`src/rtl/if_fetch.sv`:
```
// if_fetch: instruction-fetch stage of the 5-stage MIPS pipeline.
// Owns the PC and issues word reads to instruction memory over a req/ack handshake.
// Fetched words are presented to IF/ID as a valid-qualified stream.
// A one-entry skid buffer absorbs a word that returns while IF/ID is stalled and the output is full.
// Branch/jump redirects flush the stage. A request that is still outstanding at redirect time
// is drained in DROP, and its data is thrown away.
// Optional build macro IF_FETCH_PERF_EN adds the fetch_cnt / stall_cnt performance counters.
module if_fetch #(
  parameter int             S        = 32,
  parameter int             A        = 32,
  parameter logic [A-1:0]   RESET_PC = '0
) (
  input  logic           clk,
  input  logic           reset,
  output logic           imem_req,
  output logic [A-1:0]   imem_addr,
  input  logic           imem_ack,
  input  logic [S-1:0]   imem_rdata,
  input  logic           stall,
  input  logic           redirect,
  input  logic [A-1:0]   redirect_pc,
  output logic [S-1:0]   if_inst,
  output logic [A-1:0]   if_pc,
  output logic           if_valid
`ifdef IF_FETCH_PERF_EN
  ,
  output logic [31:0]    fetch_cnt,
  output logic [31:0]    stall_cnt
`endif
);

  typedef enum logic {
    FETCH = 1'b0,
    DROP  = 1'b1
  } state_t;

  state_t         state_q, state_d;
  logic [A-1:0]   pc_q, pc_d;
  logic [A-1:0]   drop_addr_q, drop_addr_d;
  logic           skid_valid_q, skid_valid_d;
  logic [S-1:0]   skid_inst_q, skid_inst_d;
  logic [A-1:0]   skid_pc_q, skid_pc_d;
  logic           if_valid_q, if_valid_d;
  logic [S-1:0]   if_inst_q, if_inst_d;
  logic [A-1:0]   if_pc_q, if_pc_d;

  logic           req;
  logic           accepted;
  logic           consume;

  // Handshake-facing signals: request, address, accepted-ack and downstream consume
  always_comb begin
    req       = reset && (((state_q == FETCH) && !skid_valid_q) || (state_q == DROP));
    // While draining, the address must stay on the request that is still outstanding,
    // even though pc already holds the redirect target.
    imem_addr = (state_q == DROP) ? drop_addr_q : pc_q;
    // An ack is meaningful only while a request is actually being driven.
    accepted  = req && imem_ack;
    consume   = if_valid_q && !stall;
  end

  assign imem_req = req;
  assign if_inst  = if_inst_q;
  assign if_pc    = if_pc_q;
  assign if_valid = if_valid_q;

  // Next-state and datapath update, in priority order: redirect, drain, fetch, skid drain, consume
  always_comb begin
    state_d      = state_q;
    pc_d         = pc_q;
    drop_addr_d  = drop_addr_q;
    skid_valid_d = skid_valid_q;
    skid_inst_d  = skid_inst_q;
    skid_pc_d    = skid_pc_q;
    if_valid_d   = if_valid_q;
    if_inst_d    = if_inst_q;
    if_pc_d      = if_pc_q;

    if (redirect) begin
      // Flush everything in this stage. Same-cycle return data is discarded.
      // Redirect takes effect even when IF/ID is stalled.
      if_valid_d   = 1'b0;
      skid_valid_d = 1'b0;
      pc_d         = redirect_pc & ~A'(3);
      if (req && !imem_ack) begin
        state_d = DROP;
        // On a second redirect while already draining, keep tracking the original request.
        if (state_q == FETCH) begin
          drop_addr_d = pc_q;
        end
      end else begin
        state_d = FETCH;
      end
    end else if ((state_q == DROP) && accepted) begin
      // Stale word from before the redirect: throw it away and resume fetching at pc.
      state_d = FETCH;
    end else if ((state_q == FETCH) && accepted) begin
      pc_d = pc_q + A'(4);
      if (!if_valid_q || consume) begin
        if_inst_d  = imem_rdata;
        if_pc_d    = pc_q;
        if_valid_d = 1'b1;
      end else begin
        // Output is held by a stall, so park the word.
        // The request drops until the skid drains.
        skid_inst_d  = imem_rdata;
        skid_pc_d    = pc_q;
        skid_valid_d = 1'b1;
      end
    end else if (skid_valid_q && consume) begin
      if_inst_d    = skid_inst_q;
      if_pc_d      = skid_pc_q;
      if_valid_d   = 1'b1;
      skid_valid_d = 1'b0;
    end else if (consume) begin
      if_valid_d = 1'b0;
    end
  end

  // Control and output registers with synchronous active-low reset
  always_ff @(posedge clk) begin
    if (!reset) begin
      state_q      <= FETCH;
      pc_q         <= RESET_PC;
      skid_valid_q <= 1'b0;
      if_valid_q   <= 1'b0;
      if_inst_q    <= '0;
      if_pc_q      <= '0;
    end else begin
      state_q      <= state_d;
      pc_q         <= pc_d;
      skid_valid_q <= skid_valid_d;
      if_valid_q   <= if_valid_d;
      if_inst_q    <= if_inst_d;
      if_pc_q      <= if_pc_d;
    end
  end

  // Data-only registers: contents are qualified by skid_valid_q / state_q, so no reset needed
  always_ff @(posedge clk) begin
    drop_addr_q <= drop_addr_d;
    skid_inst_q <= skid_inst_d;
    skid_pc_q   <= skid_pc_d;
  end

`ifdef IF_FETCH_PERF_EN
  logic [31:0] fetch_cnt_q, fetch_cnt_d;
  logic [31:0] stall_cnt_q, stall_cnt_d;

  // Counter next values: words written to output/skid, and cycles of valid output held by stall
  always_comb begin
    fetch_cnt_d = fetch_cnt_q;
    stall_cnt_d = stall_cnt_q;
    if (!redirect && (state_q == FETCH) && accepted) begin
      fetch_cnt_d = fetch_cnt_q + 32'd1;
    end
    if (if_valid_q && stall) begin
      stall_cnt_d = stall_cnt_q + 32'd1;
    end
  end

  // Performance counters: cleared only by reset, never by redirect
  always_ff @(posedge clk) begin
    if (!reset) begin
      fetch_cnt_q <= '0;
      stall_cnt_q <= '0;
    end else begin
      fetch_cnt_q <= fetch_cnt_d;
      stall_cnt_q <= stall_cnt_d;
    end
  end

  assign fetch_cnt = fetch_cnt_q;
  assign stall_cnt = stall_cnt_q;
`endif

endmodule
```
`config.mk`:
```
export PLATFORM = sky130hd
export DESIGN_NAME = if_fetch
export DESIGN_NICKNAME = d
export VERILOG_FILES = /design/src/rtl/if_fetch.sv
export SDC_FILE = /design/constraint.sdc
export NUM_CORES = 1
export LEC_CHECK = 0
export ABC_AREA = 1
export BUFFER_PORTS_ARGS = -buffer_cell sky130_fd_sc_hd__clkbuf_2
export CAP_MARGIN = 10
export CORE_MARGIN = 3
export CORE_UTILIZATION = 45
export DETAILED_ROUTE_END_ITERATION = 10
export PLACE_DENSITY = 0.7
export SETUP_SLACK_MARGIN = 0.02
export SKIP_LAST_GASP = 1
export SYNTH_ARGS = -nofsm -noshare
export SYNTH_HDL_FRONTEND = slang
export SYNTH_SLANG_ARGS = --single-unit
```
`constraint.sdc`:
```
create_clock -name clk -period 6.4 [get_ports clk]
set_input_delay 0.64 -clock clk [delete_from_list [all_inputs] [get_ports clk]]
set_output_delay 0.64 -clock clk [all_outputs]
set_load 0.03 [all_outputs]
```
# --- Word-level counts from Yosys, hierarchy flattened ---
# Cells that the tools add are included.
totals:
  ff_bits: 195
  latch_bits: 0
  mem_bits_rw: 0
  rom_bits: 0
  input_bits: 69
  out_inout_bits: 98
  wordCells: 65
  n_memories: 0
op_classes:
  addsub: 1
  multipliers: 0
  n_div: 0
  order_cmp: 0
  n_eq_ne: 3
  shifts: 0
  n_mux: 20
  n_bitwise: 5
  reduce_logical: 26
ops:
  columns: ["cell", "n"]
  rows:
  - ["two-way mux 32 bit", 10]
  - ["adder 32 x 3 -> 32 bit (second input constant)", 1]
  - ["two-way mux 1 bit", 10]
  - ["logical AND 1 bit", 8]
  - ["AND reduction 4 bit", 2]
  - ["AND reduction 2 bit", 3]
  - ["AND reduction 3 bit", 2]
  - ["nonzero test 2 bit", 3]
  - ["NOT 1 bit", 5]
  - ["zero test 1 bit", 4]
  - ["inequality test 2 bit (second input constant)", 2]
  - ["nonzero test 3 bit", 1]
  - ["logical OR 1 bit", 2]
  - ["inequality test 2 x 1 -> 1 bit (second input constant)", 1]
  - ["OR reduction 2 bit", 1]

# --- Depth between registers and ports, before layout ---
# Gate-level depths: netlist of the first run.
logic_depth:
  depth_word: 9
  ltp_mapped: 11
  depth_no_buf: 10

# --- Worst setup path before layout of the first run ---
# Ideal clock, no wire load.
synth_path:
  path_kind: "input-to-reg"
  startpoint: "input port reset"
  endpoint: "register skid_inst_q[0], enable pin"
  setup_time_ns: 0.558
  arrival_ns: 5.436
  required_ns: 5.842
  path_slack_ns: 0.406
  stages: 5
  path_buffers: 3
  path_cell_list: "buf_4 nand4_1 buf_4 clkbuf_1 nor3_1"
synth_via:
  elab_chain_cells: 5
  elab_cells_between_ends: 6
  cone_classes: "bitwise (1); reduce/logical (5)"
synth_lines:
  columns: ["item", "line_no", "text"]
  rows:
  - ["start: declaration", "14", "input logic reset,"]
  - ["logical AND 1 bit (*)", "53", "req = reset && (((state_q == FETCH) && !skid_valid_q) || (state_q == DROP));"]
  - ["logical AND 1 bit (*)", "58", "accepted = req && imem_ack;"]
  - ["logical AND 1 bit", "94", "end else if ((state_q == DROP) && accepted) begin"]
  - ["NOT 1 bit (no line)", null, null]
  - ["AND reduction 4 bit (no line) (*)", null, null]
  - ["end signal: assignment", "142", "skid_inst_q <= skid_inst_d;"]
  - ["end: declaration", "41", "logic [S-1:0] skid_inst_q, skid_inst_d;"]
# Every way passes the cells marked *; elsewhere a longest branch is shown, timed or not.
# A chain may end at the register's enable or synchronous reset.

# --- Final worst setup path of the first run ---
layout_path:
  startpoint: "register state_q"
  endpoint: "register pc_q[11]"
layout_via:
  elab_chain_cells: 8
  elab_cells_between_ends: 10
  cone_classes: "eq/ne (1); bitwise (1); reduce/logical (8)"
layout_lines:
  columns: ["item", "line_no", "text"]
  rows:
  - ["start: declaration", "37", "state_t state_q, state_d;"]
  - ["start signal: assignment", "130", "state_q <= state_d;"]
  - ["NOT 1 bit", "53, 97", null]
  - ["logical AND 1 bit", "53", null]
  - ["logical OR 1 bit", "53", null]
  - ["logical AND 1 bit", "53", null]
  - ["logical AND 1 bit", "58", null]
  - ["logical AND 1 bit (on tied branches)", "94, 97", null]
  - ["inequality test 2 bit (no line) / nonzero test 2 bit (equally long branches)", null, null]
  - ["AND reduction 2 bit (no line) (*)", null, null]
  - ["end signal: assignment", "131", "pc_q <= pc_d;"]
  - ["end: declaration", "38", "logic [A-1:0] pc_q, pc_d;"]
# Marked as above.

==> results, run 1 <==
- The run finished with clean final reports.
- The share of synthesized area occupied by flip-flops and latches is 0.547.
- In this run the critical register-to-register path is captured at pc_q[11]$_SDFFE_PN0P_.
- The number of max-capacitance violations reported is 0.
- The overall routed net length is 21500 microns.
- Summing all non-filler instances in the final layout gives an area of 10200 sq um.
- The data arrival time at the worst-slack endpoint is 4.00 ns.
- The destination of the critical timing path is pc_q[11]$_SDFFE_PN0P_.
- In this run the deepest clock path goes through 2 buffers.
- The core region area is 18800 sq um.
- The synthesized area per cell is 7.63 sq um.
- Sorting the synthesized cells by area gives the leading types as sky130_fd_sc_hd__edfxtp_1 33%, sky130_fd_sc_hd__dfxtp_1 22%, sky130_fd_sc_hd__nand2_1 17%.
- The final critical delay including setup and external delays is 3.65 ns.
- The tree is rooted in a sky130_fd_sc_hd__clkbuf_16.
- The TritonCTS clock tree is built.
- Setup slack on the worst reg-to-reg path comes out at 2.75 ns.
- The antenna diode count is 0.
- The total power density per cell area is 271 nW/um^2.
- The worst hold-check path type is in -> reg.
- The depth of the CTS H-tree is 4.
- Clock-pin slew was measured on the worst setup and hold paths at 0.07 ns.
- The placed wire-length estimate after detailed placement is 14700 microns.
- In the final layout, the share of cells above drive strength 1 is 0.163.
- The die area is 20900 sq um.
- The instance count of the mapped netlist is 1131.
- In the final design database the tool counted 1336 nets.
- After detailed placement, the total cell area comes to 9550 sq um.
- The first global-routing pass estimated 34600 microns of wire.
- The number of antenna violations at the first check in global routing was 0.
- The portion of the clock cycle consumed by the worst path in the final layout is 0.571.
- The vias per cell is 4.82.
- The number of instances resized during post-cts repair is 0.
- After synthesis the netlist holds a flip-flop and latch count of 189.
- The share of the synthesized area in the top cell type is 0.327.
- The leakage power figure is 0.00472 uW.
- For this run, the number of standard cells in the final layout without fillers is 1513.
- The most common cell after layout, fill and taps aside is sky130_fd_sc_hd__nand2_1.
- In the final routed layout, each cell accounts on average for 14.2 microns.
- Setup repair after global routing left no endpoint under its margin.
- The final count of hold timing violations was 0.
- The pin slew with the least headroom to its limit is 1.04 ns.
- The max-slew violation count is 0.
- The via count of the first global-routing pass came to 6917.
- The die is 144 microns tall.
- The number of ports placed on the die boundary is 167.
- The global-route usage over all layers is 0.209.
- The top fanout value on the critical path is 100.
- The die is 144 microns wide.
- The startpoint identified for the worst register-to-register timing path is state_q$_SDFFE_PN0P_.
- The category of the most critical setup path is reg -> reg.
- Power comes to 2760 uW.
- The total number of placement rows is 50.
- Global routing finished with a remaining overflow of 0.
- The worst-case headroom to the max-slew limit is 0.309.
- The maximum ir drop on the vdd rail is 0.185 mV.
- The largest total area in the synthesized netlist belongs to sky130_fd_sc_hd__edfxtp_1.
- The congestion estimate from routability-driven global placement came to 0.916.
- The first-pass iteration count of the detailed router is 5.
- The worst hold slack after final layout is 0.404 ns.
- The total number of vias is 7287.
- The post-cts hold buffer count is 0.
- The count of endpoints failing setup in the final report is 0.
- The data required time of the critical path is 6.74 ns.
- The clock latency reported for the late side of the worst-skew pair is 0.43 ns.
- The accumulated negative setup slack is 0 ns.
- Once detail routing completed, the nets flagged for antenna violations numbered 0.
- After detailed routing, the number of remaining DRC violations is 0.
- The library cells used most frequently in the layout, excluding fill and tap cells, are 399 x sky130_fd_sc_hd__nand2_1, 176 x sky130_fd_sc_hd__nor2_1, 162 x sky130_fd_sc_hd__clkbuf_2.
- The launch point of the worst path is state_q$_SDFFE_PN0P_.
- The element type at the critical path start is a flip-flop.
- The number of fill cells in the layout is 1819.
- The number of I/O port buffers is 162.
- The detailed router's first-iteration violation count is 464.
- After clock tree synthesis, the setup repair step added 0 buffers.
- Including well taps, the total number of placed cells is 1481.
- The CTS sink count is 189.
- After synthesis the cells add up to 8630 sq um.
- The synthesis-to-layout area growth is 17.7%.
- The worst-case clock skew is 0.0107 ns.
- For this run, the number of Yosys warnings is 0.
- The pin count of the biggest net entering global routing is 101.
- STA classifies the critical path endpoint as a flip-flop.
- The maximum clock frequency is 0.274 GHz.
- The cell depth of the worst flop-to-flop path is 7.
- Clock tree synthesis inserted a total of 17 buffers.
- After synthesis, the netlist uses 26 different library cells.
- For this configuration, the core starts out at a cell density of 0.460.
==> cell type report <==
class,count,area (sq um),share of cell area
timing repair buffer,169,863,0.0850
clock inverter,13,161,0.0159
tap,234,293,0.0288
multi-input combinational,759,3180,0.313
inverter,130,488,0.0480
sequential,189,4730,0.465
clock buffer,19,453,0.0446
==> state kept, by name, indices dropped and copies added, names as in the netlist <==
name          count
state_q           1
pc_q             30
if_pc            30
drop_addr_q      32
skid_pc_q        30
skid_valid_q      1
skid_inst_q      32
if_inst          32
if_valid          1
==> per-stage QoR <==
step,utilization,setup slack [ns]
after floorplan,-,0.406
after global placement,0.509,2.81
after detailed placement,0.509,2.75
after CTS,0.541,2.72
after global routing,0.541,2.29
final,0.541,2.75
==> cell families (layout without fill, tap and decap cells) <==
group / Yosys count / after routing / share of synthesized area
simple gates: 631 / 631 / 0.286
buf+inv: 184 / 331 / 0.0871
flops: 189 / 189 / 0.547
fa+ha+maj: 1 / 1 / 0.00145
other cells: 1 / 2 / 0.000434
compound gates: 118 / 118 / 0.0709
xor+xnor: 7 / 7 / 0.00710
==> worst min path at each step <==
stage | startpoint | to | slack, ns | depth (start not counted)
final | imem_rdata[12] | skid_inst_q[12]$_DFFE_PP_ | 0.40 | 1
after floorplan | pc_q[5]$_SDFFE_PN0P_ | skid_pc_q[5]$_DFFE_PP_ | 0.43 | 0
after detailed placement | pc_q[5]$_SDFFE_PN0P_ | skid_pc_q[5]$_DFFE_PP_ | 0.44 | 0
after global routing | imem_rdata[22] | skid_inst_q[22]$_DFFE_PP_ | 0.38 | 1
after global placement | pc_q[5]$_SDFFE_PN0P_ | skid_pc_q[5]$_DFFE_PP_ | 0.45 | 0
after CTS | imem_rdata[21] | skid_inst_q[21]$_DFFE_PP_ | 0.39 | 1
==> Yosys cell counts <==
cell type / count
sky130_fd_sc_hd__nand3b_1: 2
sky130_fd_sc_hd__and2_1: 1
sky130_fd_sc_hd__buf_2: 19
sky130_fd_sc_hd__nor2_4: 2
sky130_fd_sc_hd__nand3_1: 41
sky130_fd_sc_hd__nor3_1: 3
sky130_fd_sc_hd__buf_4: 4
sky130_fd_sc_hd__xor2_1: 7
sky130_fd_sc_hd__a31oi_1: 6
sky130_fd_sc_hd__nand4_1: 4
sky130_fd_sc_hd__clkinv_1: 1
sky130_fd_sc_hd__edfxtp_1: 94
sky130_fd_sc_hd__nand2_1: 399
sky130_fd_sc_hd__ha_1: 1
sky130_fd_sc_hd__nor2_1: 178
sky130_fd_sc_hd__o21ai_0: 88
sky130_fd_sc_hd__a21oi_1: 22
sky130_fd_sc_hd__a211oi_1: 1
sky130_fd_sc_hd__conb_1: 1
sky130_fd_sc_hd__clkbuf_1: 28
sky130_fd_sc_hd__inv_2: 2
sky130_fd_sc_hd__nand3_2: 1
sky130_fd_sc_hd__inv_1: 127
sky130_fd_sc_hd__buf_6: 3
sky130_fd_sc_hd__a21oi_4: 1
sky130_fd_sc_hd__dfxtp_1: 95
==> critical path: stages, from the launching register on <==
cell                      delay, ns
sky130_fd_sc_hd__dfxtp_2       0.98
sky130_fd_sc_hd__inv_1         0.23
sky130_fd_sc_hd__nand4_1       0.21
sky130_fd_sc_hd__buf_4         0.78
sky130_fd_sc_hd__nand2_1       0.69
sky130_fd_sc_hd__inv_1         0.38
sky130_fd_sc_hd__nand2_1       0.08
sky130_fd_sc_hd__a31oi_1       0.18
==> layer usage <==
metal | track usage | share of wire
met3 | 0.0397 | 0.058
met5 | 0 | 0
met2 | 0.337 | 0.46
met1 | 0.290 | 0.47
met4 | 0.0604 | 0.018
==> power by group <==
group          total, uW  internal (uW)  switching [uW]
clock network       1100            638             458
registers           1350           1310            33.7
logic                314           88.1             226
Power figures use the tool's default switching activity.
==> run 2, diff against run 1 <==
Settings changed: ABC_AREA 1 to 0.
Clock period 6.4 ns to 3.3 ns, I/O delays scaled along.
==> run 2 against run 1 <==
Compared with the run above: utilization up 0.76 points; sequential power up 93%; routed wire length down 8.1%; first-iteration DRC count down 16%; cell count down 25%; hold slack worse by 0.30 ns; global-route usage down 1.9 points; critical path type unchanged; largest cell class unchanged.
==> results, run 2 <==
- The post-route DRC violation count is 0 (unchanged).
- The number of antenna violations at the first check in global routing came to 0 (unchanged).
- The vias per cell is 5.56 (was 4.82).
- The pin count of the biggest net entering global routing is 93 (was 101).
- The clock latency reported for the late side of the worst-skew pair is 0.42 ns (was 0.43 ns).
- The post-synthesis instance area is 8500 sq um (was 8630 sq um).
- Result of the run: finished clean (unchanged).
- The final weighted congestion of routability-driven global placement is 0.821 (was 0.916).
- The max-slew violation count is 0 (unchanged).
- The count of buffering cells on the critical path with inverters included came to 0 (was 3).
- The leakage power figure is 0.00369 uW (was 0.00472 uW).
- The data required time of the critical path came to 3.65 ns (was 6.74 ns).
- The number of enable-type register cells in the synthesized netlist is 94 (unchanged).
- The combinational share of power is 0.106 (was 0.114).
- The via count of the first global-routing pass came to 5990 (was 6917).
- The final global-route overflow total is 0 (unchanged).
- The end of the worst hold path is skid_inst_q[20]$_DFFE_PP_ (was skid_inst_q[12]$_DFFE_PP_).
- The final critical delay including setup and external delays is 2.50 ns (was 3.65 ns).
- The primary flip-flop cell chosen by synthesis mapping is sky130_fd_sc_hd__dfxtp_1 (unchanged).
- The share of synthesized area occupied by flip-flops and latches is 0.556 (was 0.547).
- The maximum clock frequency is 0.400 GHz (was 0.274 GHz).
- The number of instances resized during post-cts repair is 0 (unchanged).
- The category of the most critical setup path is reg -> reg (unchanged).
- The share of the synthesized area in the top cell type is 0.332 (was 0.327).
- The reg-to-reg startpoint is state_q$_SDFFE_PN0P_ (unchanged).
- The count of endpoints failing setup in the final report is 0 (unchanged).
- The top fanout value on the critical path is 25 (was 100).
- The number of synthesized register bits came to 189 (unchanged).
- Ordered cell list for the critical path: and4bb_4 -> nand4_1 -> or4_1 -> a31oi_1 (was inv_1 -> nand4_1 -> buf_4 -> nand2_1 -> inv_1 -> nand2_1 -> a31oi_1).
- The internal power component came to 3780 uW (was 2040 uW).
- The average wire length per cell after detail routing is 17.5 microns (was 14.2 microns).
- The share of cells above drive strength 1 is 0.266 (was 0.163).
- The total power density per cell area is 507 nW/um^2 (was 271 nW/um^2).
- Most used cells in the layout excluding fill and tap cells: 160 x sky130_fd_sc_hd__clkbuf_2, 95 x sky130_fd_sc_hd__o21ai_0, 94 x sky130_fd_sc_hd__edfxtp_1, 94 x sky130_fd_sc_hd__dfxtp_1, 66 x sky130_fd_sc_hd__or3_1 (was 399 x sky130_fd_sc_hd__nand2_1, 176 x sky130_fd_sc_hd__nor2_1, 162 x sky130_fd_sc_hd__clkbuf_2).
- The die height was 143 microns (was 144 microns).
- The global-route wire length before repair is 31500 microns (was 34600 microns).
- The clock transition time at the flip-flop clock pins of the worst setup and hold paths was 0.07 ns (about the same).
- The data arrival time at the worst-slack endpoint was 2.85 ns (was 4.00 ns).
- The placed wire-length estimate after detailed placement was 13100 microns (was 14700 microns).
- The critical hold path startpoint is imem_rdata[20] (was imem_rdata[12]).
- The number of ports placed on the die boundary is 167 (unchanged).
- The instance count of the mapped netlist is 759 (was 1131).
- The TritonCTS clock tree was built (unchanged).
- The count of yosys warnings during synthesis is 0 (unchanged).
- RSZ-0062 raised after global routing: false (unchanged).
- The final count of hold timing violations is 0 (unchanged).
- The die area is 20600 sq um (was 20900 sq um).
- The buffers inserted during post-CTS setup optimization is 0 (unchanged).
- The synthesized area per cell is 11.2 sq um (was 7.63 sq um).
- Cells taking the most area after synthesis: sky130_fd_sc_hd__edfxtp_1 33%, sky130_fd_sc_hd__dfxtp_1 22%, sky130_fd_sc_hd__mux2i_1 7.5% (was sky130_fd_sc_hd__edfxtp_1 33%, sky130_fd_sc_hd__dfxtp_1 22%, sky130_fd_sc_hd__nand2_1 17%).
- The worst-case headroom to the max-slew limit is 0.580 (was 0.309).
- The pin slew with the least headroom to its limit came to 0.628 ns (was 1.04 ns).
- The portion of the clock cycle consumed by the worst path in the final layout is 0.758 (was 0.571).
- The root buffer cell is sky130_fd_sc_hd__clkbuf_16 (unchanged).
- The number of fill cells in the layout is 1649 (was 1819).
- The worst-case clock skew is 0.00958 ns (was 0.0107 ns).
- The kind of end point of the critical path is a flip-flop (unchanged).
- The maximum ir drop on the vdd rail is 0.359 mV (was 0.185 mV).
- The share of total power in sequential cells came to 0.513 (was 0.488).
- The starting density of the core came to 0.465 (was 0.460).
- The antenna diode count was 0 (unchanged).
- The post-synthesis cell type count is 45 (was 26).
- The switching power as a share of total power is 0.257 (was 0.261).
- The total number of vias was 6276 (was 7287).
- The number of nets in the finished design was 957 (was 1336).
- The worst path setup slack after routing is 0.800 ns (was 2.75 ns).
- The share of flip-flops with an asynchronous set or reset is 0 (unchanged).
- The largest buffer count on any clock path came to 2 (unchanged).
- The capture instance of the worst register-to-register path is pc_q[27]$_SDFFE_PN0P_ (was pc_q[11]$_SDFFE_PN0P_).
- The worst hold-check path type was in -> reg (unchanged).
- The worst setup slack after placement came to 0.792 ns (was 2.75 ns).
- The count of cells along the worst hold path is 1 (unchanged).
- The detailed router's first-iteration violation count is 392 (was 464).
- The number of cells on the critical path came to 4 (was 7).
- The total number of placement rows is 49 (was 50).
- The number of nets still failing antenna checks after routing came to 0 (unchanged).
- The element type at the critical path start is a flip-flop (unchanged).
- The overall die width was 143 microns (was 144 microns).
- The cell taking the most area after synthesis is sky130_fd_sc_hd__edfxtp_1 (unchanged).
- The accumulated negative setup slack was 0 ns (unchanged).
- The most common cell after layout, fill and taps aside was sky130_fd_sc_hd__clkbuf_2 (was sky130_fd_sc_hd__nand2_1).
- The global-route usage over all layers was 0.190 (was 0.209).
- The number of buffers added by the clock tree synthesis step is 17 (unchanged).
- The depth of the CTS H-tree came to 4 (unchanged).
- The slack of the worst reg-to-reg path came to 0.80 ns (was 2.75 ns).
- The post-cts hold buffer count is 0 (unchanged).
- The core region area is 18300 sq um (was 18800 sq um).
- The worst stage delay on the critical path came to 0.68 ns (was 0.98 ns).
- The cell depth of the worst flop-to-flop path was 4 (was 7).
- Most frequent cells after synthesis: 95 x sky130_fd_sc_hd__dfxtp_1, 95 x sky130_fd_sc_hd__o21ai_0, 94 x sky130_fd_sc_hd__edfxtp_1, 66 x sky130_fd_sc_hd__or3_1, 64 x sky130_fd_sc_hd__mux2i_1 (was 399 x sky130_fd_sc_hd__nand2_1, 178 x sky130_fd_sc_hd__nor2_1, 127 x sky130_fd_sc_hd__inv_1, 95 x sky130_fd_sc_hd__dfxtp_1, 94 x sky130_fd_sc_hd__edfxtp_1).
- The CTS sink count was 189 (unchanged).
- The first-pass iteration count of the detailed router came to 4 (was 5).
- The synthesis-to-layout area growth was 18.0% (was 17.7%).
- The category of cells accounting for the largest share of critical-path delay was simple AND/OR/NAND/NOR gates (was buffers and inverters).
- The overall routed net length was 19800 microns (was 21500 microns).
- The slowest cell on the critical path is sky130_fd_sc_hd__and4bb_4 (was sky130_fd_sc_hd__dfxtp_2).
- The number of I/O port buffers is 162 (unchanged).
- The number of max-capacitance violations reported is 0 (unchanged).
- The net switching component of the power is 1310 uW (was 718 uW).
- The share of power burned in the clock network was 0.381 (was 0.398).
[run 2: cell count changes after synthesis, moves of 15 or more]
cell,before,now
sky130_fd_sc_hd__mux2_2,0,28
sky130_fd_sc_hd__or3_1,0,66
sky130_fd_sc_hd__inv_1,127,4
sky130_fd_sc_hd__a21oi_1,22,3
sky130_fd_sc_hd__a21boi_1,0,59
sky130_fd_sc_hd__mux2i_1,0,64
sky130_fd_sc_hd__nand2_1,399,34
sky130_fd_sc_hd__nand3_1,41,20
sky130_fd_sc_hd__nor2_1,178,4
sky130_fd_sc_hd__or4_1,0,15
sky130_fd_sc_hd__nand2b_1,0,15
sky130_fd_sc_hd__clkbuf_1,28,48
[run 2: power groups by stage]
stage / sequential (uW) / combinational, uW / clock (uW)
2_1_floorplan: 2670 / 345 / 0
3_3_place_gp: 2660 / 539 / 0
3_5_place_dp: 2660 / 544 / 0
4_1_cts: 2610 / 546 / 1990
5_1_grt: 2620 / 589 / 2080
6_report: 2610 / 540 / 1940
[run 2: how the worst max path moves through the flow]
stage | startpoint | end
2_1_floorplan | redirect | skid_inst_q[0]$_DFFE_PP_
5_1_grt | state_q$_SDFFE_PN0P_ | pc_q[23]$_SDFFE_PN0P_
4_1_cts | state_q$_SDFFE_PN0P_ | pc_q[23]$_SDFFE_PN0P_
6_report | state_q$_SDFFE_PN0P_ | pc_q[27]$_SDFFE_PN0P_
3_5_place_dp | state_q$_SDFFE_PN0P_ | pc_q[23]$_SDFFE_PN0P_
3_3_place_gp | state_q$_SDFFE_PN0P_ | pc_q[27]$_SDFFE_PN0P_
[run 2: layer usage]
metal  vias up  share of wire  track usage
met1      2977           0.48        0.269
met2       179           0.46        0.300
met3        19          0.051       0.0343
met4         0          0.013       0.0605
met5         -              0            0
li1       3101              -            -
[run 2: worst register-to-register path, stage by stage, from the launching register on]
cell and delay, ns:
sky130_fd_sc_hd__dfxtp_2 0.45, sky130_fd_sc_hd__and4bb_4 0.68, sky130_fd_sc_hd__nand4_1 0.52, sky130_fd_sc_hd__or4_1 0.62, sky130_fd_sc_hd__a31oi_1 0.16
[run 2: final cells by class]
class,count,area (sq um),area share
inverter,5,18.8,0.00187
sequential,189,4730,0.471
clock inverter,13,116,0.0116
multi-input combinational,500,3500,0.349
tap,229,287,0.0286
timing repair buffer,174,953,0.0951
clock buffer,19,433,0.0432
[run 2: stage by stage]
step	instances	hold WS (ns)	power (uW)	util	cell area, sq um
after floorplan	760	0.406	3020	-	8500
after global placement	1097	0.456	3200	0.519	9480
after detailed placement	1097	0.464	3200	0.519	9480
after CTS	1129	0.0866	5150	0.549	10000
after global routing	1129	0.0838	5290	0.549	10000
final	1129	0.108	5090	0.549	10000
[run 2: cell families after synthesis]
kind of cell             count (synthesis)  synth area share
adder cells (fa/ha/maj)                  1           0.00147
AND/OR/NAND/NOR                        197             0.136
flip-flops                             189             0.556
AO/OA/AOI/OAI                          199             0.148
buffers and inverters                   71            0.0364
XOR/XNOR                                 9           0.00927
multiplexers                            92             0.112
other                                    1          0.000441
